`src/rtl/reg_file_wr_arbiter_if.sv`:
```
// Writeback bus between the two writeback requesters, the register file write
// port and the decode-stage hazard lookup.
// Optional feature macro: REG_WR_ARB_BYPASS_EN adds fwd_data_1/fwd_data_2.
interface reg_file_wr_arbiter_if #(
  parameter int XLEN   = 32,
  parameter int REG_AW = 5
);
  logic              halt;
  logic              a_valid;
  logic              b_valid;
  logic [REG_AW-1:0] a_reg;
  logic [REG_AW-1:0] b_reg;
  logic [XLEN-1:0]   a_data;
  logic [XLEN-1:0]   b_data;
  logic              a_ready;
  logic              b_ready;
  logic              wr_en;
  logic [REG_AW-1:0] wr_reg;
  logic [XLEN-1:0]   wr_data;
  logic [REG_AW-1:0] rd_reg_1;
  logic [REG_AW-1:0] rd_reg_2;
  logic              hz_1;
  logic              hz_2;
`ifdef REG_WR_ARB_BYPASS_EN
  logic [XLEN-1:0]   fwd_data_1;
  logic [XLEN-1:0]   fwd_data_2;

  modport slave (
    input  halt, a_valid, b_valid, a_reg, b_reg, a_data, b_data, rd_reg_1, rd_reg_2,
    output a_ready, b_ready, wr_en, wr_reg, wr_data, hz_1, hz_2, fwd_data_1, fwd_data_2
  );
  modport master (
    output halt, a_valid, b_valid, a_reg, b_reg, a_data, b_data, rd_reg_1, rd_reg_2,
    input  a_ready, b_ready, wr_en, wr_reg, wr_data, hz_1, hz_2, fwd_data_1, fwd_data_2
  );
`else
  modport slave (
    input  halt, a_valid, b_valid, a_reg, b_reg, a_data, b_data, rd_reg_1, rd_reg_2,
    output a_ready, b_ready, wr_en, wr_reg, wr_data, hz_1, hz_2
  );
  modport master (
    output halt, a_valid, b_valid, a_reg, b_reg, a_data, b_data, rd_reg_1, rd_reg_2,
    input  a_ready, b_ready, wr_en, wr_reg, wr_data, hz_1, hz_2
  );
`endif
endinterface

```
`src/rtl/reg_file_wr_arbiter.sv`:
```
// Round-robin arbiter sharing the register file write port between the ALU
// writeback (port A) and the load writeback (port B), with a registered
// output stage and read-after-write hazard flags for decode.
// Optional feature macro: REG_WR_ARB_BYPASS_EN -- forward the in-flight write
// data to decode instead of flagging a hazard.
module reg_file_wr_arbiter #(
  parameter int XLEN   = 32,
  parameter int REG_AW = 5
) (
  input  logic                  clk,
  input  logic                  rst,
  reg_file_wr_arbiter_if.slave  bus
);

  localparam logic LAST_A = 1'b0;
  localparam logic LAST_B = 1'b1;

  logic              last_grant_q, last_grant_d;
  logic              out_valid_q,  out_valid_d;
  logic [REG_AW-1:0] out_reg_q,    out_reg_d;
  logic [XLEN-1:0]   out_data_q,   out_data_d;
  logic              grant_a, grant_b;
  logic              hit_1, hit_2;

  // Round-robin grant; nothing is granted while in reset or halted
  always_comb begin
    grant_a = 1'b0;
    grant_b = 1'b0;
    if (!rst && !bus.halt) begin
      if (bus.a_valid && bus.b_valid) begin
        if (last_grant_q == LAST_B) grant_a = 1'b1;
        else                        grant_b = 1'b1;
      end else if (bus.a_valid) begin
        grant_a = 1'b1;
      end else if (bus.b_valid) begin
        grant_b = 1'b1;
      end
    end
  end

  // Next arbiter pointer and output stage contents; x0 writes are consumed silently
  always_comb begin
    last_grant_d = last_grant_q;
    out_valid_d  = 1'b0;
    out_reg_d    = out_reg_q;
    out_data_d   = out_data_q;
    if (grant_a) begin
      last_grant_d = LAST_A;
      out_valid_d  = (bus.a_reg != '0);
      out_reg_d    = bus.a_reg;
      out_data_d   = bus.a_data;
    end else if (grant_b) begin
      last_grant_d = LAST_B;
      out_valid_d  = (bus.b_reg != '0);
      out_reg_d    = bus.b_reg;
      out_data_d   = bus.b_data;
    end
  end

  // Arbiter pointer and output stage registers
  always_ff @(posedge clk) begin
    if (rst) begin
      last_grant_q <= LAST_B;
      out_valid_q  <= 1'b0;
      out_reg_q    <= '0;
      out_data_q   <= '0;
    end else begin
      last_grant_q <= last_grant_d;
      out_valid_q  <= out_valid_d;
      out_reg_q    <= out_reg_d;
      out_data_q   <= out_data_d;
    end
  end

  // Match decode read addresses against the write leaving the output stage
  always_comb begin
    hit_1 = out_valid_q && !rst && (out_reg_q == bus.rd_reg_1) && (bus.rd_reg_1 != '0);
    hit_2 = out_valid_q && !rst && (out_reg_q == bus.rd_reg_2) && (bus.rd_reg_2 != '0);
  end

  assign bus.a_ready = grant_a;
  assign bus.b_ready = grant_b;

  // A write sitting in the output stage is suppressed during the reset cycle
  // itself, so the register file never commits it.
  assign bus.wr_en   = out_valid_q && !rst;
  assign bus.wr_reg  = out_reg_q;
  assign bus.wr_data = out_data_q;

`ifdef REG_WR_ARB_BYPASS_EN
  assign bus.hz_1       = 1'b0;
  assign bus.hz_2       = 1'b0;
  assign bus.fwd_data_1 = hit_1 ? out_data_q : '0;
  assign bus.fwd_data_2 = hit_2 ? out_data_q : '0;
`else
  assign bus.hz_1 = hit_1;
  assign bus.hz_2 = hit_2;
`endif

endmodule

```
`src/flat_wrapper.sv`:
```
// flat-port wrapper written by rule: the top's interface ports become plain ports
module reg_file_wr_arbiter_flat 
#(
  parameter int XLEN   = 32,
  parameter int REG_AW = 5
)
  (clk, rst, bus_halt, bus_a_valid, bus_b_valid, bus_a_reg, bus_b_reg, bus_a_data, bus_b_data, bus_rd_reg_1, bus_rd_reg_2, bus_a_ready, bus_b_ready, bus_wr_en, bus_wr_reg, bus_wr_data, bus_hz_1, bus_hz_2);
  reg_file_wr_arbiter_if #(.XLEN(XLEN), .REG_AW(REG_AW)) bus_i ();
  input  logic clk;
  input  logic rst;
  input wire logic [$bits(bus_i.halt)-1:0] bus_halt;
  input wire logic [$bits(bus_i.a_valid)-1:0] bus_a_valid;
  input wire logic [$bits(bus_i.b_valid)-1:0] bus_b_valid;
  input wire logic [$bits(bus_i.a_reg)-1:0] bus_a_reg;
  input wire logic [$bits(bus_i.b_reg)-1:0] bus_b_reg;
  input wire logic [$bits(bus_i.a_data)-1:0] bus_a_data;
  input wire logic [$bits(bus_i.b_data)-1:0] bus_b_data;
  input wire logic [$bits(bus_i.rd_reg_1)-1:0] bus_rd_reg_1;
  input wire logic [$bits(bus_i.rd_reg_2)-1:0] bus_rd_reg_2;
  output wire logic [$bits(bus_i.a_ready)-1:0] bus_a_ready;
  output wire logic [$bits(bus_i.b_ready)-1:0] bus_b_ready;
  output wire logic [$bits(bus_i.wr_en)-1:0] bus_wr_en;
  output wire logic [$bits(bus_i.wr_reg)-1:0] bus_wr_reg;
  output wire logic [$bits(bus_i.wr_data)-1:0] bus_wr_data;
  output wire logic [$bits(bus_i.hz_1)-1:0] bus_hz_1;
  output wire logic [$bits(bus_i.hz_2)-1:0] bus_hz_2;
  assign bus_i.halt = bus_halt;
  assign bus_i.a_valid = bus_a_valid;
  assign bus_i.b_valid = bus_b_valid;
  assign bus_i.a_reg = bus_a_reg;
  assign bus_i.b_reg = bus_b_reg;
  assign bus_i.a_data = bus_a_data;
  assign bus_i.b_data = bus_b_data;
  assign bus_i.rd_reg_1 = bus_rd_reg_1;
  assign bus_i.rd_reg_2 = bus_rd_reg_2;
  assign bus_a_ready = bus_i.a_ready;
  assign bus_b_ready = bus_i.b_ready;
  assign bus_wr_en = bus_i.wr_en;
  assign bus_wr_reg = bus_i.wr_reg;
  assign bus_wr_data = bus_i.wr_data;
  assign bus_hz_1 = bus_i.hz_1;
  assign bus_hz_2 = bus_i.hz_2;
  reg_file_wr_arbiter #(.XLEN(XLEN), .REG_AW(REG_AW)) u_core (.clk(clk), .rst(rst), .bus(bus_i));
endmodule
```
`config.mk`:
```
export PLATFORM = sky130hd
export DESIGN_NAME = reg_file_wr_arbiter_flat
export DESIGN_NICKNAME = d
export VERILOG_FILES = /design/src/rtl/reg_file_wr_arbiter_if.sv /design/src/rtl/reg_file_wr_arbiter.sv /design/src/flat_wrapper.sv
export SDC_FILE = /design/constraint.sdc
export NUM_CORES = 1
export LEC_CHECK = 0
export BUFFER_PORTS_ARGS = -buffer_cell sky130_fd_sc_hd__buf_4
export CAP_MARGIN = 25
export CELL_PAD_IN_SITES_DETAIL_PLACEMENT = 0
export CELL_PAD_IN_SITES_GLOBAL_PLACEMENT = 1
export CORE_ASPECT_RATIO = 2
export CORE_MARGIN = 4
export CORE_UTILIZATION = 29
export DETAILED_ROUTE_END_ITERATION = 16
export PLACE_DENSITY_LB_ADDON = 0.15
export SYNTH_ARGS = -nofsm -noshare
export SYNTH_HDL_FRONTEND = slang
export SYNTH_SLANG_ARGS = --single-unit
```
`constraint.sdc`:
```
create_clock -name clk -period 1.6 [get_ports clk]
set_clock_uncertainty 0.1 [all_clocks]
set_input_delay 0.24 -clock clk [delete_from_list [all_inputs] [get_ports clk]]
set_output_delay 0.24 -clock clk [all_outputs]
set_load 0.1 [all_outputs]
```
==> summary.md <==
| Metric | Value |
|---|---|
| Outcome | `finished, violations left` |
| Failing checks | `setup timing` |
| Initial antenna violation count | `0` |
| CP Data Required Time | `1.26 ns` |
| Std-Cell Rows | `43` |
| CP top delay family | `simple AND/OR/NAND/NOR gates` |
| Comb power frac | `34.9%` |
| Worst-Skew Late Latency | `0.28 ns` |
| IO Count | `131` |
| Die Ht | `129 um` |
| WP buf/inv | `1` |
| Final hold violation count | `0` |
| Syn Nets | `347` |
| #FFs+latches synth | `39` |
| Dpl hpwl | `6.32 mm` |
| Final number of setup-violating endpoints | `2` |
| Rel. slew slack | `72.1%` |
| Peak Freq | `510 MHz` |
| Max Slew Vio Count | `0` |
| Min cycle time layout | `1.96 ns` |
| Drt pass-1 iters | `4` |
| Post-synth top area share | `37.0%` |
| Syn_area_per_cell | `8.17 um^2` |
| Number of library cell types mapped by synthesis | `29` |
| CTS tree | `done` |
| Most frequent cells in the layout | `buf_4, nand3_1, a21oi_1, a311oi_1, dfxtp_1` |
| # diodes | `0` |
| Startpoint types | `flop` |
| Worst Hold End | `u_core.last_grant_q` |
| RSZ-0062 raised after global routing | `true` |
| GR Layer Usage met1 | `21.4%` |
| Sequential Power Share | `32.6%` |
| Clock share of power | `32.5%` |
| # port buffers | `130` |
| Hold Path Stages | `2` |
| Core area | `0.00699 mm^2` |
| Final #Nets | `475` |
| Area contributors post-synth | `dfxtp_1, a311oi_1, a21oi_1, nand3_1, o21ai_0` |
| Final ANT Viol Nets | `0` |
| R2r setup slk | `0.15 ns` |
| Via Count | `2585` |
| Worst-margin pin slew | `0.418 ns` |
| Placed cells | `468` |
| Synth Warn # | `0` |
| Met2 Use GR | `37.0%` |
| Ratio of cells with drive above 1 in the final layout | `46.8%` |
| CTS Buffer Depth | `2` |
| Largest area contributor in the netlist | `dfxtp_1` |
| DR WL/cell | `18.3 um` |
| Starting density of the core | `30.1%` |
| Width of the die | `68.3 um` |
| FFs w/ async S/R, synth | `0%` |
| GPL Wtd Cong | `0.780` |
| DRC violations left | `0` |
| CTS Hold Bufs | `0` |
| Mapped Area | `0.00211 mm^2` |
| Crit path capture type | `output pin` |
| Setup ws final | `-0.360 ns` |
| Num CTS Buffers | `5` |
| Grt ovf | `0` |
| First-pass GRT wire length | `13.1 mm` |
| RR Startpoint | `u_core.last_grant_q` |
| Sinks on Clock Net | `39` |
| Sw Pwr | `1200 uW` |
| Critical Path AT | `1.62 ns` |
| Internal cell power | `2080 uW` |
| Final Non-Filler Cells | `477` |
| Die area | `0.00878 mm^2` |
| R2r endpoint | `u_core.bus.wr_reg[1]` |
| Initial DRC count | `136` |
| # H-tree levels | `2` |
| Slowest CP cell | `or4_4` |
| Clock root buffer | `clkbuf_16` |
| Top fanout value on the critical path | `2` |
| Pwr/cell area | `930 mW/mm^2` |
| Most common cell after layout, fill and taps aside | `buf_4` |
| Clock transition at path regs | `0.06 ns` |
| GRT Util Overall | `19.9%` |
| Cells after Synth | `258` |
| Peak VDD IR | `639 uV` |
| Max-Cap Viols | `0` |
| Worst Reg-to-Reg Cells | `4` |
| Vias in the first global route | `2654` |
| Tcrit/Tclk final | `122%` |
| Max reg flops | `32` |
| Drt via density | `5.42` |
| Final TNS setup | `-0.696 ns` |
| Largest net degree at the start of global routing | `38` |
| Worst-path cell chain | `or4_4 > a21oi_4 > nor4_4 > buf_6` |
| Pleak | `0.00144 uW` |
| Final wirelength | `8.73 mm` |
| GR Util met3 | `3.67%` |
| Worst hold path type | `primary input to flop` |
| EDFF count, synth | `0` |
| Sequential fraction of the synthesis area | `37.0%` |
| Area Overhead vs Synth | `67.2%` |
| Slowest stage delay, CP | `0.57 ns` |
| Hold Crit Start | `rst` |
| Critical setup path kind | `flop to output pin` |
| GRT busiest layer | `met2` |
| Switching share of power | `36.6%` |
| Post-synth top flop | `dfxtp_1` |
how the worst max path moves through the flow:
stage                                     from        to  cells past startpoint
after detailed placement  u_core.bus.wr_reg[0]  bus_hz_2                      4
final                     u_core.bus.wr_reg[2]  bus_hz_2                      4
after CTS                 u_core.bus.wr_reg[0]  bus_hz_2                      4
after global placement    u_core.bus.wr_reg[0]  bus_hz_1                      4
after global routing      u_core.bus.wr_reg[2]  bus_hz_2                      4
after floorplan           u_core.bus.wr_reg[2]  bus_hz_1                      3
power groups by stage:
stage | combinational [uW] | clock (uW) | sequential (uW)
after floorplan | 302 | 0 | 1530
after global placement | 1120 | 0 | 1090
after detailed placement | 1120 | 0 | 1090
after CTS | 1140 | 1080 | 1070
after global routing | 1200 | 1120 | 1080
final | 1140 | 1070 | 1070
worst reg2reg max path: cells and delay by family, from the launching register on:
| kind | cells | cell delay, ns |
|---|---|---|
| simple gates | 1 | 0.26 |
| buf+inv | 1 | 0.22 |
| compound gates | 2 | 0.43 |
| flops | 1 | 0.32 |
final cells by class:
cell class	instances	area [um^2]
Inverter	1	3.75
Sequential cell	39	798
Timing Repair Buffer	153	1210
Fill cell	710	3470
Multi-Input combinational cell	186	1240
Clock buffer	8	156
Tap cell	90	113
metal layers:
layer | routed length [um] | share of wire [%]
met3 | 520 | 6.0
met4 | 188 | 2.2
met5 | 0 | 0
met1 | 3130 | 36
met2 | 4890 | 56
through the flow:
step	area (um^2)	power, uW	setup slack [ns]	utilization [%]	hold slack [ns]
3_5_place_dp	3300	2210	-0.186	47.2	0.403
3_3_place_gp	3300	2210	-0.143	47.2	0.398
4_1_cts	3520	3300	-0.377	50.4	0.106
2_1_floorplan	2190	1830	-0.659	-	0.304
6_report	3520	3280	-0.360	50.4	0.117
5_1_grt	3520	3400	-0.409	50.4	0.117
cells by family (layout without fill, tap and decap cells):
| logic type | after synthesis | count (layout) | share of synthesized area, % |
|---|---|---|---|
| AND/OR/NAND/NOR | 61 | 61 | 16.0 |
| AO/OA/AOI/OAI | 117 | 117 | 34.9 |
| flip-flops | 39 | 39 | 37.0 |
| buffers and inverters | 33 | 162 | 8.72 |
| XOR/XNOR | 8 | 8 | 3.32 |
timing repair:
action	CTS	global route
endpoints found under the setup margin	3	3
pin swaps	4	5
setup buffers	2	0
resized for setup	13	3
synthesized netlist by cell type, drive strengths merged, types with 3 or more instances:
| library cell | n |
|---|---|
| or4 | 3 |
| a311oi | 37 |
| clkbuf | 14 |
| nor2 | 5 |
| dfxtp | 39 |
| nand3 | 39 |
| xnor2 | 6 |
| a21oi | 39 |
| nand2b | 3 |
| buf | 18 |
| o21ai | 37 |
| and2 | 3 |
No activity file was read; power rests on OpenSTA's default activity.
